File: src/rtl/sram_req_arbiter_if.sv
// ============================================================================
// Module  : sram_req_arbiter_if
// Brief   : SRAM-like req/addr_ok/data_ok bus. The master issues requests;
//           the slave accepts address phases and returns responses.
// Revision: 1.0 - initial release
// ============================================================================
`default_nettype none

interface sram_req_arbiter_if #(
  parameter int AW = 32,
  parameter int DW = 32
);
  logic          req;
  logic          wr;
  logic [1:0]    size;
  logic [3:0]    wstrb;
  logic [AW-1:0] addr;
  logic [DW-1:0] wdata;
  logic          addr_ok;
  logic          data_ok;
  logic [DW-1:0] rdata;

  modport master (
    output req, wr, size, wstrb, addr, wdata,
    input  addr_ok, data_ok, rdata
  );

  modport slave (
    input  req, wr, size, wstrb, addr, wdata,
    output addr_ok, data_ok, rdata
  );
endinterface

`default_nettype wire

File: src/rtl/sram_req_arbiter.sv
// ============================================================================
// Module  : sram_req_arbiter
// Brief   : Shares one SRAM-like port between fetch (I) and load/store (D).
//           Optional macro ARB_ROUND_ROBIN_EN selects round-robin arbitration
//           instead of fixed D-over-I priority. OUT_LG must be >= 1.
// Revision: 1.0 - initial release
// ============================================================================
`default_nettype none

module sram_req_arbiter #(
  parameter int AW     = 32,
  parameter int DW     = 32,
  parameter int OUT_LG = 1
) (
  input  logic                   clk,
  input  logic                   reset,
  sram_req_arbiter_if.slave      i_fetch,
  sram_req_arbiter_if.slave      i_lsu,
  sram_req_arbiter_if.master     o_mem
);

  localparam int                DEPTH     = 1 << OUT_LG;
  localparam logic [OUT_LG:0]   c_DEPTH   = {1'b1, {OUT_LG{1'b0}}};
  localparam logic [OUT_LG:0]   c_CNT_ONE = {{OUT_LG{1'b0}}, 1'b1};
  localparam logic [OUT_LG-1:0] c_PTR_ONE = {{(OUT_LG-1){1'b0}}, 1'b1};

  typedef enum logic [1:0] {
    S_IDLE   = 2'd0,
    S_LOCK_I = 2'd1,
    S_LOCK_D = 2'd2
  } state_t;

  state_t            r_state;
  state_t            w_state_nxt;
  logic [DEPTH-1:0]  r_fifo;
  logic [OUT_LG-1:0] r_wptr;
  logic [OUT_LG-1:0] r_rptr;
  logic [OUT_LG:0]   r_count;

  logic          w_req;
  logic          w_grant_d;
  logic          w_pick_d;
  logic          w_push;
  logic          w_pop;
  logic          w_full;
  logic          w_empty;
  logic          w_can_push;
  logic          w_head_d;
  logic          w_wr;
  logic [1:0]    w_size;
  logic [3:0]    w_wstrb;
  logic [AW-1:0] w_addr;
  logic [DW-1:0] w_wdata;
  logic          w_unused;

  assign w_full     = (r_count == c_DEPTH);
  assign w_empty    = (r_count == '0);
  assign w_pop      = o_mem.data_ok & ~w_empty;
  // A pop in the same cycle frees the head slot, so a full FIFO can still accept.
  assign w_can_push = ~w_full | w_pop;
  assign w_push     = w_req & o_mem.addr_ok;
  assign w_head_d   = r_fifo[r_rptr];

`ifdef ARB_ROUND_ROBIN_EN
  logic r_rr_last_d;

  assign w_pick_d = i_lsu.req & (~i_fetch.req | ~r_rr_last_d);

  always_ff @(posedge clk or posedge reset) begin
    if (reset) begin
      r_rr_last_d <= 1'b0;
    end else if (w_push) begin
      r_rr_last_d <= w_grant_d;
    end
  end
`else
  assign w_pick_d = i_lsu.req;
`endif

  always_comb begin
    w_req       = 1'b0;
    w_grant_d   = 1'b0;
    w_state_nxt = r_state;
    case (r_state)
      S_IDLE: begin
        if (w_can_push && (i_fetch.req || i_lsu.req)) begin
          w_req     = 1'b1;
          w_grant_d = w_pick_d;
          if (!o_mem.addr_ok) begin
            w_state_nxt = w_pick_d ? S_LOCK_D : S_LOCK_I;
          end
        end
      end
      S_LOCK_I: begin
        w_req = 1'b1;
        if (o_mem.addr_ok) begin
          w_state_nxt = S_IDLE;
        end
      end
      S_LOCK_D: begin
        w_req     = 1'b1;
        w_grant_d = 1'b1;
        if (o_mem.addr_ok) begin
          w_state_nxt = S_IDLE;
        end
      end
      default: w_state_nxt = S_IDLE;
    endcase
  end

  always_comb begin
    w_wr    = 1'b0;
    w_size  = 2'd0;
    w_wstrb = 4'd0;
    w_addr  = '0;
    w_wdata = '0;
    if (w_req) begin
      if (w_grant_d) begin
        w_wr    = i_lsu.wr;
        w_size  = i_lsu.size;
        w_wstrb = i_lsu.wstrb;
        w_addr  = i_lsu.addr;
        w_wdata = i_lsu.wdata;
      end else begin
        w_size  = 2'd2;
        w_addr  = i_fetch.addr;
      end
    end
  end

  assign o_mem.req   = w_req;
  assign o_mem.wr    = w_wr;
  assign o_mem.size  = w_size;
  assign o_mem.wstrb = w_wstrb;
  assign o_mem.addr  = w_addr;
  assign o_mem.wdata = w_wdata;

  assign i_fetch.addr_ok = w_push & ~w_grant_d;
  assign i_lsu.addr_ok   = w_push &  w_grant_d;
  assign i_fetch.data_ok = w_pop  & ~w_head_d;
  assign i_lsu.data_ok   = w_pop  &  w_head_d;
  assign i_fetch.rdata   = o_mem.rdata;
  assign i_lsu.rdata     = o_mem.rdata;

  // Fetch is read-only word access; its write-side fields are ignored.
  assign w_unused = ^{i_fetch.wr, i_fetch.size, i_fetch.wstrb, i_fetch.wdata};

  always_ff @(posedge clk or posedge reset) begin
    if (reset) begin
      r_state <= S_IDLE;
    end else begin
      r_state <= w_state_nxt;
    end
  end

  always_ff @(posedge clk or posedge reset) begin
    if (reset) begin
      r_fifo  <= '0;
      r_wptr  <= '0;
      r_rptr  <= '0;
      r_count <= '0;
    end else begin
      if (w_push) begin
        r_fifo[r_wptr] <= w_grant_d;
        r_wptr         <= r_wptr + c_PTR_ONE;
      end
      if (w_pop) begin
        r_rptr <= r_rptr + c_PTR_ONE;
      end
      if (w_push && !w_pop) begin
        r_count <= r_count + c_CNT_ONE;
      end else if (w_pop && !w_push) begin
        r_count <= r_count - c_CNT_ONE;
      end
    end
  end

endmodule

`default_nettype wire
File: src/flat_wrapper.sv
// flat-port wrapper written by rule: the top's interface ports become plain ports
module sram_req_arbiter_flat 
#(
  parameter int AW     = 32,
  parameter int DW     = 32,
  parameter int OUT_LG = 1
)
  (clk, reset, i_fetch_req, i_fetch_wr, i_fetch_size, i_fetch_wstrb, i_fetch_addr, i_fetch_wdata, i_fetch_addr_ok, i_fetch_data_ok, i_fetch_rdata, i_lsu_req, i_lsu_wr, i_lsu_size, i_lsu_wstrb, i_lsu_addr, i_lsu_wdata, i_lsu_addr_ok, i_lsu_data_ok, i_lsu_rdata, o_mem_req, o_mem_wr, o_mem_size, o_mem_wstrb, o_mem_addr, o_mem_wdata, o_mem_addr_ok, o_mem_data_ok, o_mem_rdata);
  sram_req_arbiter_if #(.AW(AW), .DW(DW)) i_fetch_i ();
  sram_req_arbiter_if #(.AW(AW), .DW(DW)) i_lsu_i ();
  sram_req_arbiter_if #(.AW(AW), .DW(DW)) o_mem_i ();
  input  logic clk;
  input  logic reset;
  input wire logic [$bits(i_fetch_i.req)-1:0] i_fetch_req;
  input wire logic [$bits(i_fetch_i.wr)-1:0] i_fetch_wr;
  input wire logic [$bits(i_fetch_i.size)-1:0] i_fetch_size;
  input wire logic [$bits(i_fetch_i.wstrb)-1:0] i_fetch_wstrb;
  input wire logic [$bits(i_fetch_i.addr)-1:0] i_fetch_addr;
  input wire logic [$bits(i_fetch_i.wdata)-1:0] i_fetch_wdata;
  output wire logic [$bits(i_fetch_i.addr_ok)-1:0] i_fetch_addr_ok;
  output wire logic [$bits(i_fetch_i.data_ok)-1:0] i_fetch_data_ok;
  output wire logic [$bits(i_fetch_i.rdata)-1:0] i_fetch_rdata;
  input wire logic [$bits(i_lsu_i.req)-1:0] i_lsu_req;
  input wire logic [$bits(i_lsu_i.wr)-1:0] i_lsu_wr;
  input wire logic [$bits(i_lsu_i.size)-1:0] i_lsu_size;
  input wire logic [$bits(i_lsu_i.wstrb)-1:0] i_lsu_wstrb;
  input wire logic [$bits(i_lsu_i.addr)-1:0] i_lsu_addr;
  input wire logic [$bits(i_lsu_i.wdata)-1:0] i_lsu_wdata;
  output wire logic [$bits(i_lsu_i.addr_ok)-1:0] i_lsu_addr_ok;
  output wire logic [$bits(i_lsu_i.data_ok)-1:0] i_lsu_data_ok;
  output wire logic [$bits(i_lsu_i.rdata)-1:0] i_lsu_rdata;
  output wire logic [$bits(o_mem_i.req)-1:0] o_mem_req;
  output wire logic [$bits(o_mem_i.wr)-1:0] o_mem_wr;
  output wire logic [$bits(o_mem_i.size)-1:0] o_mem_size;
  output wire logic [$bits(o_mem_i.wstrb)-1:0] o_mem_wstrb;
  output wire logic [$bits(o_mem_i.addr)-1:0] o_mem_addr;
  output wire logic [$bits(o_mem_i.wdata)-1:0] o_mem_wdata;
  input wire logic [$bits(o_mem_i.addr_ok)-1:0] o_mem_addr_ok;
  input wire logic [$bits(o_mem_i.data_ok)-1:0] o_mem_data_ok;
  input wire logic [$bits(o_mem_i.rdata)-1:0] o_mem_rdata;
  assign i_fetch_i.req = i_fetch_req;
  assign i_fetch_i.wr = i_fetch_wr;
  assign i_fetch_i.size = i_fetch_size;
  assign i_fetch_i.wstrb = i_fetch_wstrb;
  assign i_fetch_i.addr = i_fetch_addr;
  assign i_fetch_i.wdata = i_fetch_wdata;
  assign i_fetch_addr_ok = i_fetch_i.addr_ok;
  assign i_fetch_data_ok = i_fetch_i.data_ok;
  assign i_fetch_rdata = i_fetch_i.rdata;
  assign i_lsu_i.req = i_lsu_req;
  assign i_lsu_i.wr = i_lsu_wr;
  assign i_lsu_i.size = i_lsu_size;
  assign i_lsu_i.wstrb = i_lsu_wstrb;
  assign i_lsu_i.addr = i_lsu_addr;
  assign i_lsu_i.wdata = i_lsu_wdata;
  assign i_lsu_addr_ok = i_lsu_i.addr_ok;
  assign i_lsu_data_ok = i_lsu_i.data_ok;
  assign i_lsu_rdata = i_lsu_i.rdata;
  assign o_mem_req = o_mem_i.req;
  assign o_mem_wr = o_mem_i.wr;
  assign o_mem_size = o_mem_i.size;
  assign o_mem_wstrb = o_mem_i.wstrb;
  assign o_mem_addr = o_mem_i.addr;
  assign o_mem_wdata = o_mem_i.wdata;
  assign o_mem_i.addr_ok = o_mem_addr_ok;
  assign o_mem_i.data_ok = o_mem_data_ok;
  assign o_mem_i.rdata = o_mem_rdata;
  sram_req_arbiter #(.AW(AW), .DW(DW), .OUT_LG(OUT_LG)) u_core (.clk(clk), .reset(reset), .i_fetch(i_fetch_i), .i_lsu(i_lsu_i), .o_mem(o_mem_i));
endmodule
File: config.mk
export PLATFORM = sky130hd
export DESIGN_NAME = sram_req_arbiter_flat
export DESIGN_NICKNAME = d
export VERILOG_FILES = /design/src/rtl/sram_req_arbiter_if.sv /design/src/rtl/sram_req_arbiter.sv /design/src/flat_wrapper.sv
export SDC_FILE = /design/constraint.sdc
export NUM_CORES = 1
export LEC_CHECK = 0
export ABC_AREA = 1
export CORE_AREA = 2 2 125 127
export DETAILED_ROUTE_END_ITERATION = 12
export DIE_AREA = 0 0 127 129
export DONT_BUFFER_PORTS = 1
export PLACE_DENSITY = 0.31
export SETUP_SLACK_MARGIN = 0.05
export SYNTH_ARGS = -nofsm -noshare
export SYNTH_HDL_FRONTEND = slang
export SYNTH_SLANG_ARGS = --single-unit
File: constraint.sdc
create_clock -name clk -period 2.4 [get_ports clk]
set_input_delay 0.48 -clock clk [delete_from_list [all_inputs] [get_ports clk]]
set_output_delay 0.48 -clock clk [all_outputs]
set_load 0.02 [all_outputs]
Word-level counts from Yosys, hierarchy flattened

Cells that the tools add are included.

Register bits after elaboration: 8
Output and inout bits: 140
Bits of input ports: 180

Multiplexer cells: 26
Eq/ne operators: 6
Reduce and logical (&&, ||, !) cells: 12
Order comparisons: 3
Bitwise logic cells: 11
Add/sub/neg operators: 4

Operators with widths:

| operator                                            | count |
|---|---|
| 2-to-1 mux 32 bit                                   | 4 |
| 2-to-1 mux 2 bit                                    | 8 |
| 2-to-1 mux 4 bit                                    | 2 |
| 2-to-1 mux 1 bit                                    | 7 |
| bitwise AND 1 bit                                   | 6 |
| == test 2 bit (second input constant)               | 2 |
| logical AND 1 bit                                   | 4 |
| logical NOT 2 bit                                   | 2 |
| < comparator 1 x 2 -> 1 bit (second input constant) | 2 |
| != test 2 x 1 -> 1 bit (second input constant)      | 2 |
| inverter 1 bit                                      | 4 |
| one-hot mux 1 bit (2 select lines)                  | 2 |
| one-hot mux 2 bit (2 select lines)                  | 1 |
| AND reduction 3 bit                                 | 1 |
| adder 1 bit (second input constant)                 | 2 |
| adder 2 x 1 -> 2 bit (second input constant)        | 1 |
| bitwise mux 2 bit                                   | 1 |
| == test 2 x 1 -> 1 bit (second input constant)      | 1 |
| logical NOT 1 bit                                   | 2 |
| != test 2 bit (second input constant)               | 1 |
| nonzero test 2 bit                                  | 1 |
| OR reduction 2 bit                                  | 1 |
| subtractor 2 x 1 -> 2 bit (second input constant)   | 1 |
| demux 1 bit (select 1 bit)                          | 1 |
| 3 further kinds                                     | 3 |

Longest topological paths before layout

Depth in word-level cells: 12
Depth in mapped cells: 10
Mapped depth without buffers: 10

Worst setup path after synthesis

OpenSTA, ideal clock, no wires.

Path kind: reg-to-output
Start: reg u_core.r_state[0]
End: out o_mem_wdata[21]
Data arrival time: 1.611 ns
Stages on the path, launching flop included: 9
Setup slack: 0.309 ns
Buffers on the path: 2
Cell sequence: dfrtp_1 inv_1 ha_1 nand3_2 a21oi_4 inv_2 buf_6 buf_6 nor2_1

Cells in the longest elaborated chain, start to end: 4
Elaborated cells between the ends (all ways): 8
Classes of those cells: eq/ne (2); mux (4); reduce/logical (2)

RTL lines:

| what                                                                     | line                                            | source |
|---|---|---|
| start: declaration                                                       | sram_req_arbiter.sv:33                          | `state_t r_state;` |
| start signal: assignment                                                 | sram_req_arbiter.sv:152                         | `r_state <= w_state_nxt;` |
| == test 2 bit (tied with other cells)                                    | sram_req_arbiter.sv:84                          | `case (r_state)` |
| one-hot mux 1 bit (2 select lines) or OR reduction 2 bit (tied branches) | -                                               |  |
| 2-to-1 mux 32 bit or one-hot mux 1 bit (2 select lines) (tied branches)  | sram_req_arbiter.sv:118, sram_req_arbiter.sv:84 |  |
| 2-to-1 mux 32 bit (*)                                                    | sram_req_arbiter.sv:117                         | `if (w_req) begin` |
| end: declaration                                                         | flat_wrapper.sv:37                              | `output wire logic [$bits(o_mem_i.wdata)-1:0] o_mem_wdata;` |

Every way passes the cells marked *; elsewhere a longest branch is shown, timed or not.

Worst setup path in the final report

Start: reg u_core.r_state[1]
End: out o_mem_wdata[28]

Same word-level chain as after synthesis.

==> reports/qor.csv <==
stage,metric,value,unit
clocking,htree depth,1,
sta,minimum clock period,2320,ps
worst_setup_path,Worst R2R Setup Slack,380,ps
sta,endpoints failing setup,0,
layout,share of layout cells above drive strength 1,0.333,
sta,Tcrit/Tclk final,0.966,
logic_synthesis,largest family of logic cells by synthesized area,simple AND/OR/NAND/NOR gates,
layout,cell area after layout,2430,um^2
logic_synthesis,"Avg Cell Area, Syn",5.14,um^2
floorplanning,Chip Width,127,um
worst_setup_path,FF-to-FF path depth,9,
sta,worst-margin pin slew,486,ps
placed_design,HPWL after DPL,4700,um
power_and_ir_drop,Power Density,1980,nW/um^2
sta,Slew Limit Fails,0,
clocking,hold_buf cts,0,
clocking,clock sinks,8,
logic_synthesis,register bit total from synthesis,8,
logic_synthesis,mapped cell area,1990,um^2
global_route,first-pass GRT wire length,8650,um
logic_synthesis,Synth Area in Compound Gates,0.0257,
global_route,total track usage,0.0685,
worst_setup_path,reg2reg end,u_core.r_count[1]$_DFFE_PP0P_,
logic_synthesis,cells after synthesis,388,
worst_setup_path,reg2reg start,u_core.r_state[1]$_DFFE_PP0P_,
power_and_ir_drop,leakage,1.38,nW
floorplanning,Placeable Area,15000,um^2
sta,Setup TNS Final,0,ps
hold_path,Worst Hold Class,in2async,
layout,"most common cell after layout, fill and taps aside",nand2_1,
floorplanning,std cell rows,45,
routing,drc violations,0,
floorplanning,DIE HEIGHT,129,um
logic_synthesis,Post-Synth XOR/XNOR Area,0.0132,
floorplanning,initial core utilization,0.133,
layout,Layout Cells excl Fill,554,
floorplanning,num ports,320,
routing,ANT nets after route,0,
outcome,status,"complete, no violations",
sta,Max transition margin,0.673,
global_route,largest net degree at the start of global routing,40,
sta,post-route clock skew,2.57,ps
logic_synthesis,syn nets,572,
sta,fmax,431,MHz
routing,number of vias per cell,3.80,
placed_design,Area after DPL,2010,um^2
worst_setup_path,startpoint types,flop,
placed_design,placed cells,538,
sta,Final Hold Fails,0,
layout,Area Growth Syn to Fin,21.8,%
clocking,CTS tree,done,
logic_synthesis,Simple-Gate Fraction of Synth Area,0.456,
worst_setup_path,CP endpoint,o_mem_wdata[28],
routing,Pre-antenna DRT Iters,4,
placed_design,Final Wtd Congestion,0.662,
routing,final wirelength,7410,um
routing,DR WL/cell,13.4,um
floorplanning,Die Footprint,16400,um^2
clocking,Clock Latency Late Sink,230,ps
global_route,total grt overflow,0,
clocking,Num CTS Buffers,3,
routing,DRT iter0 DRCs,88,
placed_design,port bufs,0,
power_and_ir_drop,Tot Pwr,4.80,mW
layout,Final #Nets,552,
sta,unrepaired setup endpoints after global routing,true,
logic_synthesis,adder-cell share of the synthesized area,0.0251,
worst_setup_path,Setup Crit Path Kind,reg2out,
logic_synthesis,mux share of post-synthesis cell area,0,
global_route,initial antenna violation count,0,
logic_synthesis,post-synthesis sequential area ratio,0.100,
clocking,"CTS clk-pin slew, worst paths",40,ps
sta,Hold WS,89.5,ps
worst_setup_path,CP max FO,20,
worst_setup_path,WP data required,1920,ps
clocking,clk root buf,clkbuf_16,
layout,most frequent cells in the layout,"nand2_1 (167), buf_4 (43), nor2_1 (41), inv_2 (27), nand2_2 (13)",
run,Max-Cap Viols,0,
worst_setup_path,Worst Path Arrival,1840,ps
clocking,CTS max path bufs,2,
power_and_ir_drop,worst vdd ir,0.000536,V
worst_setup_path,Worst Setup SP,u_core.r_state[1]$_DFFE_PP0P_,
layout,antenna diode count,0,
logic_synthesis,Synthesis Warnings,0,
logic_synthesis,post-synthesis cell type count,19,
global_route,vias in the first global route,1764,
routing,via count,2103,
worst_setup_path,Critical Path Sink Type,output port,
-- area by class of cell --
class                   instances  area, um^2
fillers                      1723       12500
multi-input cells             250        1120
repair buffers                 56         574
well taps                     188         235
inverters                      48         216
flip-flops and latches          8         200
clock buffers                   3        75.1
repair inverters                1        8.76
-- state kept, by name, indices dropped and copies added, names as in the netlist --
signal and count:
u_core.r_count 2, u_core.r_fifo 2, u_core.r_rptr 1, u_core.r_state 2
u_core.r_wptr 1
-- worst min-delay path by stage --
stage                     cells past startpoint   from                             to
after floorplan                               1  reset  u_core.r_count[0]$_DFFE_PP0P_
after global placement                        1  reset  u_core.r_state[0]$_DFFE_PP0P_
after detailed placement                      1  reset  u_core.r_count[0]$_DFFE_PP0P_
after CTS                                     1  reset  u_core.r_count[0]$_DFFE_PP0P_
after global routing                          1  reset  u_core.r_state[1]$_DFFE_PP0P_
final                                         1  reset  u_core.r_count[0]$_DFFE_PP0P_
-- power breakdown --
| group | internal [mW] | switching [mW] |
|---|---|---|
| combinational | 1.50 | 2.77 |
| clock | 0.214 | 0.0594 |
| sequential | 0.203 | 0.0545 |
| total | 1.92 | 2.88 |
-- Yosys cell counts, drive strengths merged --
cell type / n / area share
nand2: 183 / 0.34
buf: 77 / 0.28
inv: 47 / 0.089
nor2: 44 / 0.083
dfrtp: 8 / 0.10
o21ai: 6 / 0.015
clkbuf: 5 / 0.0094
ha: 4 / 0.025
nand4: 4 / 0.013
nand3: 3 / 0.013
xnor2: 3 / 0.013
a21oi: 2 / 0.011
clkinv: 1 / 0.0019
or2: 1 / 0.0031
-- through the flow --
stage	setup WS, ps	util
2_1_floorplan	309	-
4_1_cts	30.2	0.146
3_5_place_dp	124	0.134
5_1_grt	23.7	0.162
6_report	81.9	0.162
3_3_place_gp	185	0.134
-- routing by layer --
metal	up-vias	GRT usage	routed length [um]
li1	1018	-	-
met4	0	0.0233	149
met3	24	0.0137	691
met2	139	0.155	4040
met1	922	0.0568	2530
met5	-	0	0
-- kinds of logic after synthesis --
kind of cell / count (synthesis)
AO/OA/AOI/OAI: 8
adder cells (fa/ha/maj): 4
buffers and inverters: 130
flip-flops: 8
XOR/XNOR: 3
AND/OR/NAND/NOR: 235
-- timing repair --
item | 4_1_cts | 5_1_grt
buffers inserted | 1 | 7
cloned | 2 | 4
hold endpoints to repair | 0 | 0
pin swaps | 1 | 3
resized for setup | 22 | 62
endpoints found under the setup margin | 67 | 74
-- worst max-delay path: stages (launching register included) --
cell      delay (ps)
dfrtp_1          400
buf_4            160
ha_1             220
a21oi_4          300
clkinv_8         170
nor2_1           180
buf_4            170
Note: power is estimated with default switching activity, not from simulation.
